===== src/rtl/hyper_pkg.sv =====
// rtl/hyper_pkg.sv - shared types and helpers for the HyperBus RX packing path
package hyper_pkg;

  typedef enum logic [1:0] {
    DS_BYTE = 2'b00,
    DS_HALF = 2'b01,
    DS_WORD = 2'b10
  } hyper_dsize_e;

  typedef enum logic [1:0] {
    PK_IDLE  = 2'b00,
    PK_RUN   = 2'b01,
    PK_DRAIN = 2'b10
  } packer_state_e;

  // Bytes per uDMA beat; encoding 11 behaves like a word
  function automatic logic [2:0] dsize_to_bytes(input logic [1:0] ds);
    case (ds)
      DS_BYTE: return 3'd1;
      DS_HALF: return 3'd2;
      default: return 3'd4;
    endcase
  endfunction

endpackage


===== src/rtl/io_generic_fifo.sv =====
// rtl/io_generic_fifo.sv - registered FIFO (no fall-through) used as the RX beat buffer
module io_generic_fifo #(
  parameter int DATA_WIDTH   = 32,
  parameter int BUFFER_DEPTH = 4
) (
  input  logic                            clk_i,
  input  logic                            rstn_i,
  input  logic                            clr_i,
  output logic [$clog2(BUFFER_DEPTH):0]   elements_o,
  output logic [DATA_WIDTH-1:0]           data_o,
  output logic                            valid_o,
  input  logic                            ready_i,
  input  logic                            valid_i,
  input  logic [DATA_WIDTH-1:0]           data_i,
  output logic                            ready_o
);

  localparam int AW = $clog2(BUFFER_DEPTH);

  logic [DATA_WIDTH-1:0] mem [BUFFER_DEPTH];
  logic [AW:0]           wr_ptr;
  logic [AW:0]           rd_ptr;
  logic                  empty;
  logic                  full;
  logic                  push;
  logic                  pop;

  assign empty      = (wr_ptr == rd_ptr);
  assign full       = (wr_ptr[AW] != rd_ptr[AW]) && (wr_ptr[AW-1:0] == rd_ptr[AW-1:0]);
  assign elements_o = wr_ptr - rd_ptr;
  assign valid_o    = !empty;
  assign ready_o    = !full;
  assign push       = valid_i && !full;
  assign pop        = ready_i && !empty;
  assign data_o     = mem[rd_ptr[AW-1:0]];

  // Read/write pointers with an extra wrap bit; clr_i empties the buffer
  always_ff @(posedge clk_i or negedge rstn_i) begin
    if (!rstn_i) begin
      wr_ptr <= '0;
      rd_ptr <= '0;
    end else if (clr_i) begin
      wr_ptr <= '0;
      rd_ptr <= '0;
    end else begin
      if (push) wr_ptr <= wr_ptr + 1'b1;
      if (pop)  rd_ptr <= rd_ptr + 1'b1;
    end
  end

  // Storage, cleared on reset so data_o reads zero until the first write
  always_ff @(posedge clk_i or negedge rstn_i) begin
    if (!rstn_i) begin
      for (int i = 0; i < BUFFER_DEPTH; i++) mem[i] <= '0;
    end else if (push && !clr_i) begin
      mem[wr_ptr[AW-1:0]] <= data_i;
    end
  end

endmodule


===== src/rtl/udma_hyper_rx_packer.sv =====
// rtl/udma_hyper_rx_packer.sv - repacks HyperBus halfwords into uDMA RX beats with byte-count enforcement
module udma_hyper_rx_packer
  import hyper_pkg::*;
#(
  parameter int TRANS_SIZE = 20,
  parameter int FIFO_DEPTH = 4
) (
  input  logic                  sys_clk_i,
  input  logic                  rstn_i,
  input  logic                  clr_i,
  input  logic                  start_i,
  input  logic [TRANS_SIZE-1:0] cfg_size_i,
  input  logic [1:0]            cfg_datasize_i,
  input  logic [15:0]           in_data_i,
  input  logic                  in_valid_i,
  output logic                  in_ready_o,
  output logic [31:0]           out_data_o,
  output logic [1:0]            out_datasize_o,
  output logic                  out_valid_o,
  input  logic                  out_ready_i,
  output logic                  busy_o,
  output logic                  done_o
);

  localparam int AW = $clog2(FIFO_DEPTH);

  packer_state_e         state;
  logic [TRANS_SIZE-1:0] rem;
  logic [2:0]            unit;
  logic [1:0]            dsize;
  logic [31:0]           acc;
  logic [2:0]            acc_cnt;
  logic                  stage_valid;
  logic [31:0]           stage_data;
  logic                  done_q;

  logic [AW:0]           fifo_elems;
  logic                  fifo_valid;
  logic                  fifo_ready;
  logic [AW+1:0]         occ;
  logic                  slot_ok;
  logic                  is_run;
  logic                  rem_zero;
  logic                  pop_full;
  logic                  pop_part;
  logic                  pop;
  logic [2:0]            pop_bytes;
  logic [2:0]            base;
  logic                  accept;
  logic [1:0]            taken;
  logic [31:0]           push_data;
  logic [31:0]           acc_shift;
  logic [31:0]           acc_nxt;
  logic [2:0]            acc_cnt_nxt;

  assign is_run   = (state == PK_RUN);
  assign rem_zero = (rem == '0);

  // A beat waiting in the stage register already owns a FIFO slot
  assign occ     = {1'b0, fifo_elems} + {{(AW+1){1'b0}}, stage_valid};
  assign slot_ok = fifo_ready && (occ < (AW+2)'(FIFO_DEPTH));

  assign pop_full  = is_run && (acc_cnt >= unit);
  assign pop_part  = is_run && rem_zero && (acc_cnt != 3'd0) && (acc_cnt < unit);
  assign pop       = (pop_full || pop_part) && slot_ok;
  assign pop_bytes = !pop ? 3'd0 : (pop_full ? unit : acc_cnt);
  assign base      = acc_cnt - pop_bytes;

  assign in_ready_o = is_run && !rem_zero && (base <= 3'd2);
  assign accept     = in_valid_i && in_ready_o;
  assign taken      = (rem >= TRANS_SIZE'(2)) ? 2'd2 : 2'd1;

  // Beat leaving the accumulator: low pop_bytes bytes, rest zero
  always_comb begin
    case (pop_bytes)
      3'd1:    push_data = {24'h0, acc[7:0]};
      3'd2:    push_data = {16'h0, acc[15:0]};
      3'd3:    push_data = {8'h0, acc[23:0]};
      default: push_data = acc;
    endcase
  end

  // Accumulator after removing the popped bytes (LSB-first)
  always_comb begin
    case (pop_bytes)
      3'd0:    acc_shift = acc;
      3'd1:    acc_shift = {8'h0, acc[31:8]};
      3'd2:    acc_shift = {16'h0, acc[31:16]};
      3'd3:    acc_shift = {24'h0, acc[31:24]};
      default: acc_shift = 32'h0;
    endcase
  end

  // Append accepted bytes right after the surviving ones; a dropped upper byte is never written
  always_comb begin
    acc_nxt = acc_shift;
    if (accept) begin
      for (int b = 0; b < 4; b++) begin
        if (3'(b) == base)
          acc_nxt[8*b +: 8] = in_data_i[7:0];
        else if ((taken == 2'd2) && (3'(b) == base + 3'd1))
          acc_nxt[8*b +: 8] = in_data_i[15:8];
      end
    end
  end

  assign acc_cnt_nxt = accept ? (base + {1'b0, taken}) : base;

  // Control FSM, byte counter, accumulator and FIFO stage register
  always_ff @(posedge sys_clk_i or negedge rstn_i) begin
    if (!rstn_i) begin
      state       <= PK_IDLE;
      rem         <= '0;
      unit        <= 3'd1;
      dsize       <= 2'b00;
      acc         <= '0;
      acc_cnt     <= '0;
      stage_valid <= 1'b0;
      stage_data  <= '0;
      done_q      <= 1'b0;
    end else if (clr_i) begin
      state       <= PK_IDLE;
      rem         <= '0;
      acc         <= '0;
      acc_cnt     <= '0;
      stage_valid <= 1'b0;
      done_q      <= 1'b0;
    end else begin
      done_q      <= 1'b0;
      stage_valid <= pop;
      if (pop) stage_data <= push_data;
      acc     <= acc_nxt;
      acc_cnt <= acc_cnt_nxt;
      if (accept) rem <= rem - TRANS_SIZE'(taken);
      case (state)
        PK_IDLE: begin
          if (start_i) begin
            state <= PK_RUN;
            rem   <= cfg_size_i;
            unit  <= dsize_to_bytes(cfg_datasize_i);
            dsize <= cfg_datasize_i;
          end
        end
        PK_RUN: begin
          if (rem_zero && (acc_cnt == 3'd0)) state <= PK_DRAIN;
        end
        PK_DRAIN: begin
          if (!fifo_valid && !stage_valid) begin
            state  <= PK_IDLE;
            done_q <= 1'b1;
          end
        end
        default: state <= PK_IDLE;
      endcase
    end
  end

  io_generic_fifo #(
    .DATA_WIDTH   (32),
    .BUFFER_DEPTH (FIFO_DEPTH)
  ) u_out_fifo (
    .clk_i      (sys_clk_i),
    .rstn_i     (rstn_i),
    .clr_i      (clr_i),
    .elements_o (fifo_elems),
    .data_o     (out_data_o),
    .valid_o    (fifo_valid),
    .ready_i    (out_ready_i),
    .valid_i    (stage_valid),
    .data_i     (stage_data),
    .ready_o    (fifo_ready)
  );

  assign out_valid_o    = fifo_valid;
  assign out_datasize_o = dsize;
  assign busy_o         = (state != PK_IDLE);
  assign done_o         = done_q;

endmodule


===== config.mk =====
export PLATFORM = sky130hd
export DESIGN_NAME = udma_hyper_rx_packer
export DESIGN_NICKNAME = d
export VERILOG_FILES = /design/src/rtl/hyper_pkg.sv /design/src/rtl/io_generic_fifo.sv /design/src/rtl/udma_hyper_rx_packer.sv
export SDC_FILE = /design/constraint.sdc
export NUM_CORES = 1
export LEC_CHECK = 0
export CORE_UTILIZATION = 30
export DETAILED_ROUTE_END_ITERATION = 8
export SKIP_LAST_GASP = 1
export SLEW_MARGIN = 20
export SYNTH_ARGS = -nofsm -noshare
export SYNTH_HDL_FRONTEND = slang
export SYNTH_SLANG_ARGS = --single-unit

===== constraint.sdc =====
create_clock -name sys_clk_i -period 6.4 [get_ports sys_clk_i]
set_clock_uncertainty 0.2 [all_clocks]
set_input_delay 0.96 -clock sys_clk_i [delete_from_list [all_inputs] [get_ports sys_clk_i]]
set_output_delay 0.96 -clock sys_clk_i [all_outputs]
set_load 0.05 [all_outputs]

==> summary.txt, run 1 <==
Yosys
  – Synth Flop Type: dfrtp_1
  – Flops & latches, synth: 230
  – Synthesized area: 11200 µm²
  – Synthesized Nets: 970
  – EDFF count, synth: 0
  – Post-synth cell types: 74
  – Cells after synthesis: 907
  – FFs w/ async S/R, synth: 100%
  – Ys Warns: 0
  – Register area share after synthesis: 51.4%
  – Mean post-synth cell area: 12.3 µm²

Power and ir drop
  – Pwr/cell area: 343 nW/µm²
  – Tot Pwr: 4.58 mW
  – Maximum vdd drop: 0.000216 V
  – LEAKAGE: 5.83 nW

Place
  – Placed Instances: 1419
  – Dpl hpwl: 18.3 mm
  – Area after DPL: 12500 µm²
  – Buffers on Ports: 81
  – Routability-driven placement congestion ratio: 0.906
  – Place WS: 611 ps

STA
  – Final min period: 5930 ps
  – FMAX: 0.169 GHz
  – Minimum hold slack: 215 ps
  – Max-slew headroom: 32.8%
  – Final worst slack: 468 ps
  – Final Cycle Share: 92.7%
  – Final-report hold violation count: 0
  – RSZ-0062 raised after global routing: no
  – Worst slew pin tran: 1000 ps
  – Setup_tns: 0 ps
  – Fin. max-slew vios: 0
  – Final setup fails: 0

Global route
  – GRT Overall Usage: 14.9%
  – Total gr overflow: 0
  – Pin count of the biggest net entering global routing: 141
  – First-pass GRT wire length: 45.1 mm
  – Initial antenna violation count: 6
  – Number of global-route vias before repair: 7840

Worst setup path
  – Worst-path maximum fanout: 13
  – Slowest-stage cell, CP: nor4_2
  – CP peak stage delay: 570 ps
  – Crit Path Class: reg2out
  – Critical Path End Type: output pin
  – Arr. time, crit path: 4770 ps
  – CP required: 5240 ps
  – Cell chain of the critical path: inv_1, ha_1, fa_1, nor2_1, a2bb2oi_2, and2_1, o21ai_2, nor2_1, ha_1, inv_1, fa_1, nand2b_1, a32oi_1, nand4_2, nor4_2, buf_12
  – Startpoint types: register

Routing
  – Detail Route Antenna Nets: 0
  – DRC: 0
  – Wire length per cell: 19.1 µm
  – Post-Route WL: 28.1 mm
  – Pre-antenna DRT Iters: 5
  – Routed via count: 7750
  – Vias per cell: 5.27
  – DR iter-0 viols: 560

Clock tree
  – Longest Clk Path Bufs: 3
  – CTS H-Tree Depth: 1
  – Clock latency at the later pin of the worst-skew pair: 530 ps
  – Gates resized, CTS repair: 0
  – Root Driver: clkbuf_16
  – CTS Hold Bufs: 0
  – # clock sinks: 230
  – CTS tree: yes
  – CTS clock-pin slew for the worst setup and hold paths: 60 ps
  – Inserted Clock Buffers: 25
  – Postcts setup bufs: 0

Die
  – Cell Rows: 70
  – Initial Utilization: 30.5%
  – Die area: 38100 µm²
  – Total core area: 36700 µm²
  – Die height: 195 µm
  – # IOs: 82
  – Width of the die: 195 µm

Layout
  – Most frequent cells in the layout: dfrtp_1 (228), mux2_2 (129), clkdlybuf4s50_1 (78)
  – Nets: 1042
  – Design area: 13300 µm²
  – Post-layout util: 36.3%
  – # fillers: 3600
  – Most common cell after layout, fill and taps aside: dfrtp_1
  – Area grow syn2layout: 19.1%
  – Finished Layout Cells: 1471
  – Layout cells sized above 1: 25.1%

Hold path
  – Worst hold path class: in2async

Run status
  – Status: finished, final reports clean

Job
  – Number of max-cap violations: 0
-- logic make-up (layout without fill, tap and decap cells) --
logic type / count (synthesis) / after routing / synth area share [%]
simple gates: 238 / 238 / 10.9
flops: 230 / 230 / 51.4
mux: 170 / 170 / 20.2
compound gates: 166 / 166 / 11.0
buf+inv: 64 / 155 / 2.36
xor+xnor: 20 / 20 / 1.63
fa+ha+maj: 19 / 19 / 2.39
other cells: 0 / 5 / 0
-- critical path, delay by kind of cell (launching register included) --
family | cells | cell delay (ps)
simple gates | 6 | 1610
compound gates | 3 | 610
fa+ha+maj | 4 | 1280
buf+inv | 3 | 350
flops | 1 | 370
-- flip-flops by register name (all words and copies together), names as in the netlist --
| signal | count |
|---|---|
| done_o | 1 |
| acc | 32 |
| stage_data | 32 |
| u_out_fifo.wr_ptr | 3 |
| out_datasize_o | 2 |
| stage_valid | 1 |
| rem | 20 |
| unit | 3 |
| state | 2 |
| acc_cnt | 3 |
| u_out_fifo.mem | 128 |
| u_out_fifo.rd_ptr | 3 |
-- Yosys cell counts, drive strengths merged, types with 9 or more instances --
master  instances  area share (%)
inv            15            0.50
mux2i           9            0.81
nand3          14            0.63
clkbuf         23            0.77
o22ai          15            0.84
nand2b         12            0.69
nor2           70             2.4
a211oi         16             1.1
o31ai           9            0.65
nand2          71             2.4
mux4           32             6.4
nor3           22             1.3
xnor2          15             1.2
buf            25             1.1
nand4          10            0.61
o21ai          15            0.74
dfrtp         229              51
a22oi          33             2.2
a22o           24             1.9
a21oi          21            0.94
nor4           10            0.67
mux2          129              13
ha             15             1.7
-- per-layer routing --
metal  GRT usage, %  vias up  share of wire [%]  routed length (µm)
li1               -     3553                  -                   -
met1           20.7     3923                 46               12900
met2           23.3      224                 46               12800
met3           3.59       46                5.9                1650
met4           4.08        4                2.5                 695
met5              0        -              0.082                  23
-- worst paths after layout --
path | from | endpoint | slack (ps) | cells after the start
max | u_out_fifo.wr_ptr[0]$_DFFE_PN0P_ | in_ready_o | 470 | 16
min | rstn_i | rem[15]$_DFF_PN0_ | 210 | 1
max reg2reg | unit[0]$_DFFE_PN1P_ | acc[13]$_DFF_PN0_ | 630 | 20
min reg2reg | acc[3]$_DFF_PN0_ | stage_data[3]$_DFFE_PN0P_ | 280 | 2
max in group asynchronous | rstn_i | u_out_fifo.mem[20]$_DFFE_PN0P_ | 4600 | 2
min in group sys_clk_i | acc[3]$_DFF_PN0_ | stage_data[3]$_DFFE_PN0P_ | 280 | 2
-- power by group --
part | internal (mW) | total, mW | switching [mW]
combinational | 0.521 | 1.41 | 0.884
clock | 0.811 | 1.41 | 0.602
sequential | 1.60 | 1.76 | 0.156
total | 2.94 | 4.58 | 1.64
-- layout make-up --
class	count	area, µm²	share of cell area (%)
antenna	5	12.5	0.0939
clock buffer	32	692	5.19
clock inverter	14	121	0.911
inverter	16	60.1	0.451
multi-input combinational	613	5180	38.8
sequential	230	5760	43.2
tap	468	586	4.39
timing repair buffer	93	923	6.93
Note: power is estimated with default switching activity, not from simulation.
==> run 2: changes to the inputs <==
--- a/config.mk
+++ b/config.mk
@@ -7,6 +7,7 @@
 export LEC_CHECK = 0
 export CORE_UTILIZATION = 30
 export DETAILED_ROUTE_END_ITERATION = 8
+export RECOVER_POWER = 25
 export SKIP_LAST_GASP = 1
 export SLEW_MARGIN = 20
 export SYNTH_ARGS = -nofsm -noshare
==> summary.txt, run 2 (synthesis gave the netlist of run 1 again) <==
Power and ir drop
  – Pwr/cell area: 343 nW/µm² (about the same)
  – Maximum vdd drop: 0.000214 V (-0.80%)
  – LEAKAGE: 5.83 nW (about the same)

Worst setup path
  – Reg2Reg Setup Slack: 680 ps (+50 ps)
  – CP required: 5240 ps (about the same)
  – Critical Path End Type: output pin
  – Worst-path maximum fanout: 13 (unchanged)
  – Arr. time, crit path: 4790 ps (+20 ps)
  – Crit Path Class: reg2out
  – Startpoint types: register

STA
  – Max-slew headroom: -191% (-220 points)
  – RSZ-0062 raised after global routing: no
  – Worst slew pin tran: 4360 ps (+3360 ps)
  – FMAX: 0.168 GHz (-0.32%)
  – Fin. max-slew vios: 91 (+91)
  – Final setup fails: 0 (unchanged)
  – Setup_tns: 0 ps (unchanged)
  – Final Cycle Share: 93.0% (+0.30 points)
  – Final-report hold violation count: 0 (unchanged)
  – Final min period: 5950 ps (+19.0 ps)

Hold path
  – Worst hold path class: reg2reg

Clock tree
  – Longest Clk Path Bufs: 3 (unchanged)
  – Clock latency at the later pin of the worst-skew pair: 530 ps (about the same)
  – CTS clock-pin slew for the worst setup and hold paths: 60 ps (about the same)
  – Inserted Clock Buffers: 25 (unchanged)
  – Postcts setup bufs: 0 (unchanged)
  – Root Driver: clkbuf_16
  – CTS H-Tree Depth: 1 (unchanged)
  – # clock sinks: 230 (unchanged)
  – CTS Hold Bufs: 0 (unchanged)
  – CTS tree: yes

Run status
  – Failing checks: capacitance limit, slew limit
  – Status: complete, but fails checks

Routing
  – Routed via count: 7761 (+0.14%)
  – Max Used Layer: met5
  – Pre-antenna DRT Iters: 5 (unchanged)
  – Met2 Wirelength: 12.9 mm (+1.2%)
  – Detail Route Antenna Nets: 0 (unchanged)
  – DR iter-0 viols: 528 (-5.7%)
  – Routed length on met3: 1.66 mm (+0.73%)
  – Wire length per cell: 19.0 µm (-0.16%)
  – DRC: 0 (unchanged)
  – Post-Route WL: 28.0 mm (-0.16%)
  – M1 WL: 12.7 mm (-1.4%)
  – Vias per cell: 5.28 (+0.14%)

Die
  – Total core area: 36700 µm² (unchanged)
  – Width of the die: 195 µm (unchanged)
  – Cell Rows: 70 (unchanged)
  – Initial Utilization: 30.5% (unchanged)
  – Die area: 38100 µm² (unchanged)
  – # IOs: 82 (unchanged)
  – Die height: 195 µm (unchanged)

Layout
  – Finished Layout Cells: 1471 (unchanged)
  – Number of flip-flops in the largest register: 128 (unchanged)
  – Top Registers: u_out_fifo.mem x128, acc x32, stage_data x32
  – Most common cell after layout, fill and taps aside: dfrtp_1
  – Reg with most FFs: u_out_fifo.mem
  – Nets: 1042 (unchanged)
  – Area grow syn2layout: 19.1% (about the same)
  – Layout cells sized above 1: 24.9% (-0.10 points)
  – Most frequent cells in the layout: dfrtp_1 (228), mux2_2 (129), clkdlybuf4s50_1 (78)

Global route
  – Initial antenna violation count: 6 (unchanged)
  – Number of global-route vias before repair: 7840 (unchanged)
  – Pin count of the biggest net entering global routing: 141 (unchanged)
  – GRT Overall Usage: 14.9% (unchanged)
  – Total gr overflow: 0 (unchanged)
  – First-pass GRT wire length: 45.1 mm (unchanged)

Place
  – Routability-driven placement congestion ratio: 0.906 (unchanged)
  – Dpl hpwl: 18.3 mm (unchanged)
  – Buffers on Ports: 81 (unchanged)
  – Placed Instances: 1419 (unchanged)

Job
  – Number of max-cap violations: 1 (+1)
## run 2: cell count changes in the layout (fill, tap and decap cells not counted), sizes merged
cell,previous run,this run
buf,14,13
clkdlybuf4s25,0,1
## run 2: area by class of cell
| cell class | instances | area, µm² |
|---|---|---|
| clock buffer | 32 | 692 |
| tap | 468 | 586 |
| antenna | 5 | 12.5 |
| clock inverter | 14 | 121 |
| inverter | 16 | 60.1 |
| fill | 3600 | 23400 |
| timing repair buffer | 93 | 918 |
| sequential | 230 | 5760 |
| multi-input combinational | 613 | 5180 |
## run 2: through the flow
| stage | util, % | worst slack (ps) | hold slack (ps) | instance area, µm² | total power, mW |
|---|---|---|---|---|---|
| after floorplan | - | 95.6 | 238 | 11200 | 2.77 |
| after global placement | 34.0 | 911 | 264 | 12500 | 3.16 |
| after detailed placement | 34.0 | 611 | 263 | 12500 | 3.18 |
| after CTS | 36.2 | 275 | 264 | 13300 | 4.62 |
| after global routing | 36.3 | 190 | 309 | 13300 | 4.83 |
| final | 36.3 | 449 | 276 | 13300 | 4.58 |
## run 2: timing repair
item | in CTS | in global routing
resized for setup | 0 | 1
hold endpoints to repair | 0 | 0
endpoints found under the setup margin | 0 | 1
## run 2: report_power, final
group          leakage (nW)  switching (mW)  total (mW)  internal [mW]
clock                 0.400           0.602        1.41          0.811
combinational          2.26           0.882        1.40          0.521
sequential             3.17           0.157        1.76           1.60
total                  5.83            1.64        4.58           2.94
## run 2: worst max-delay path: stages (launching register included)
cell and delay, ps:
dfrtp_1 370, inv_1 110, ha_1 210, fa_1 490
nor2_1 50, a2bb2oi_2 210, and2_1 240, o21ai_2 150
nor2_1 140, ha_1 150, inv_1 40, fa_1 430
nand2b_1 200, a32oi_1 250, nand4_2 420, nor4_2 590
buf_12 200
## run 2: worst paths after layout
path,from,to,depth (start not counted)
max reg2reg,unit[0]$_DFFE_PN1P_,acc[13]$_DFF_PN0_,20
min reg2reg,acc[3]$_DFF_PN0_,stage_data[3]$_DFFE_PN0P_,2
min in group asynchronous,rstn_i,rem[15]$_DFF_PN0_,1
min,acc[3]$_DFF_PN0_,stage_data[3]$_DFFE_PN0P_,2
max,u_out_fifo.wr_ptr[0]$_DFFE_PN0P_,in_ready_o,16
max in group asynchronous,rstn_i,u_out_fifo.rd_ptr[0]$_DFFE_PN0P_,1
## run 2: layer usage
layer / vias to the layer above / GRT usage (%)
met5: - / 0
met4: 4 / 4.08
met3: 44 / 3.59
met2: 209 / 23.3
met1: 3947 / 20.7
li1: 3557 / -
==> run 3: changes to the inputs <==
--- a/config.mk
+++ b/config.mk
@@ -7,6 +7,7 @@
 export LEC_CHECK = 0
 export CORE_UTILIZATION = 30
 export DETAILED_ROUTE_END_ITERATION = 8
+export GPL_TIMING_DRIVEN = 0
 export RECOVER_POWER = 25
 export SKIP_LAST_GASP = 1
 export SLEW_MARGIN = 20
==> summary.txt, run 3 (synthesis gave the netlist of run 1 again) <==
Layout
  – Most frequent cells in the layout: dfrtp_1 (229), mux2_2 (129), clkdlybuf4s50_1 (79)
  – Finished Layout Cells: 1505 (+2.3%)
  – FF/Latch Area: 5760 µm² (about the same)
  – Most common cell after layout, fill and taps aside: dfrtp_1
  – Reg with most FFs: u_out_fifo.mem
  – Number of flip-flops in the largest register: 128 (unchanged)
  – Area grow syn2layout: 20.7%
  – # fillers: 3563 (-1.0%)
  – Layout cells sized above 1: 24.4% (-0.58 points)
  – Multi-input gate area: 5200 µm² (+0.44%)
  – Nets: 1079 (+3.6%)
  – Top Registers: u_out_fifo.mem x128, acc x32, stage_data x32

Worst setup path
  – Slowest-stage cell, CP: nor3_2
  – Most frequent CP cell: ha_1
  – Startpoint types: register
  – Crit Path Class: reg2reg
  – Critical Path End Type: register
  – CP peak stage delay: 620 ps (+30 ps)
  – Worst-path maximum fanout: 16 (+3)
  – Arr. time, crit path: 6210 ps (+1420 ps)
  – Register-to-Register Path Depth: 24 (+20%)
  – RR Endpoint: acc[16]$_DFF_PN0_
  – CP required: 6600 ps (+1360 ps)
  – R2R Path Start: u_out_fifo.rd_ptr[1]$_DFFE_PN0P_
  – Reg2Reg Setup Slack: 390 ps (-290 ps)
  – Cell chain of the critical path: clkbuf_4, clkbuf_4, inv_1, ha_1, and2_1, o21ai_2, and2_2, o21ai_4, nor2_1, ha_1, inv_1, fa_1, nor2b_1, nand4_1, a31o_2, nand4_2, inv_2, ha_1, o21ai_0, nor3_2, a21oi_1, or3_1, nand2_1, o22ai_1

Die
  – Cell Rows: 70 (unchanged)
  – # IOs: 82 (unchanged)
  – Die height: 195 µm (unchanged)
  – Initial Utilization: 30.5% (unchanged)
  – Die area: 38100 µm² (unchanged)
  – Total core area: 36700 µm² (unchanged)
  – Width of the die: 195 µm (unchanged)

STA
  – Fin. max-slew vios: 235 (+160%)
  – Worst slew pin tran: 3110 ps (-1260 ps)
  – Max-slew headroom: -107% (+84 points)
  – Final setup fails: 0 (unchanged)
  – Final min period: 6010 ps (+60.8 ps)
  – Final Cycle Share: 93.9% (+0.95 points)
  – Minimum hold slack: 272 ps (-3.98 ps)
  – RSZ-0062 raised after global routing: no
  – FMAX: 0.166 GHz (-1.0%)
  – Final-report hold violation count: 0 (unchanged)

Global route
  – Initial antenna violation count: 4 (-2)
  – Number of global-route vias before repair: 7904 (+0.82%)
  – Pin count of the biggest net entering global routing: 95 (-33%)
  – First-pass GRT wire length: 46.3 mm (+2.5%)
  – Total gr overflow: 0 (unchanged)
  – GRT Overall Usage: 15.4% (+0.43 points)

Routing
  – Routed length on met3: 1.91 mm (+15%)
  – Routed via count: 7913 (+2.0%)
  – DR iter-0 viols: 623 (+18%)
  – M1 WL: 13.7 mm (+7.3%)
  – Vias per cell: 5.26 (-0.34%)
  – Pre-antenna DRT Iters: 7 (+2)
  – Post-Route WL: 29.0 mm (+3.7%)
  – Met2 Wirelength: 12.8 mm (-0.60%)
  – Wire length per cell: 19.3 µm (+1.3%)
  – Detail Route Antenna Nets: 0 (unchanged)
  – Max Used Layer: met5
  – DRC: 0 (unchanged)

Clock tree
  – # clock sinks: 230 (unchanged)
  – CTS H-Tree Depth: 1 (unchanged)
  – Root Driver: clkbuf_16
  – CTS clock-pin slew for the worst setup and hold paths: 70 ps (about the same)
  – Clock latency at the later pin of the worst-skew pair: 550 ps (+20 ps)
  – Postcts setup bufs: 0 (unchanged)
  – CTS Hold Bufs: 0 (unchanged)
  – Inserted Clock Buffers: 25 (unchanged)
  – Longest Clk Path Bufs: 3 (unchanged)
  – CTS tree: yes

Power and ir drop
  – Maximum vdd drop: 0.000207 V (-3.2%)
  – Pwr/cell area: 354 nW/µm² (+2.9%)
  – LEAKAGE: 5.90 nW (+1.2%)

Run status
  – Failing checks: capacitance limit, slew limit
  – Status: complete, but fails checks

Place
  – Dpl hpwl: 20.4 mm (+12%)
  – Buffers on Ports: 81 (unchanged)
  – Placed Instances: 1458 (+2.7%)
  – Routability-driven placement congestion ratio: 0.894 (-1.3%)

Hold path
  – Hold path depth: 2 (unchanged)
  – Worst hold endpoint: out_datasize_o[0]$_DFFE_PN0P_
  – Worst min-delay path startpoint: out_datasize_o[0]$_DFFE_PN0P_
  – Worst hold path class: reg2reg

Job
  – Number of max-cap violations: 3 (+2)
[run 3: changes by cell type in the layout (fill, tap and decap cells not counted), sizes merged]
cell           delta
clkdlybuf4s25     -1
buf              +13
bufinv            +2
clkinv            -2
clkdlybuf4s50     +1
clkbuf           +23
diode             -2
[run 3: per-stage QoR]
stage	area (µm²)	total power [mW]	utilization [%]	setup slack (ps)	TNS [ps]
after floorplan	11200	2.77	-	95.6	0
after global placement	12600	3.23	34.3	-5670	-1303400
after detailed placement	12600	3.25	34.5	-717	-8680
after CTS	13500	4.80	36.9	-119	-119
after global routing	13500	5.00	36.8	68.8	0
final	13500	4.77	36.8	389	0
[run 3: cell type report]
class / instances / share of cell area, %
plain buffers: 47 / 1.54
inverters: 16 / 0.445
clock inverters: 14 / 1.24
clock buffers: 31 / 5.24
diodes: 3 / 0.0556
well taps: 468 / 4.34
flip-flops and latches: 230 / 42.6
repair buffers: 83 / 6.01
multi-input cells: 613 / 38.5
[run 3: per-layer routing]
metal  global-route usage [%]  vias to the layer above
met5                        0                        -
met4                     3.65                        2
li1                         -                     3609
met1                     22.4                     4008
met3                     3.32                       44
met2                     23.2                      250
[run 3: critical path, delay by kind of cell (launching register included)]
| family | cells | cell delay [ps] |
|---|---|---|
| compound gates | 6 | 1090 |
| buf+inv | 5 | 760 |
| simple gates | 9 | 2230 |
| fa+ha+maj | 4 | 1170 |
| flops | 1 | 390 |
[run 3: worst max-delay path by stage]
stage	from	endpoint	slack [ps]
2_1_floorplan	u_out_fifo.rd_ptr[1]$_DFFE_PN0P_	in_ready_o	100
3_3_place_gp	rstn_i	u_out_fifo.mem[116]$_DFFE_PN0P_	-5670
3_5_place_dp	u_out_fifo.rd_ptr[1]$_DFFE_PN0P_	in_ready_o	-720
4_1_cts	u_out_fifo.rd_ptr[1]$_DFFE_PN0P_	in_ready_o	-120
5_1_grt	rstn_i	u_out_fifo.mem[93]$_DFFE_PN0P_	70
6_report	u_out_fifo.rd_ptr[1]$_DFFE_PN0P_	acc[16]$_DFF_PN0_	390
[run 3: what timing repair did]
action,4_1_cts,5_1_grt
cloned,0,0
resized for setup,11,7
hold endpoints to repair,0,0
setup endpoints to repair,25,25
[run 3: where the power goes]
part	leakage [nW]	switching [mW]	internal, mW
logic	2.30	0.939	0.538
clock network	0.431	0.626	0.909
registers	3.17	0.156	1.61
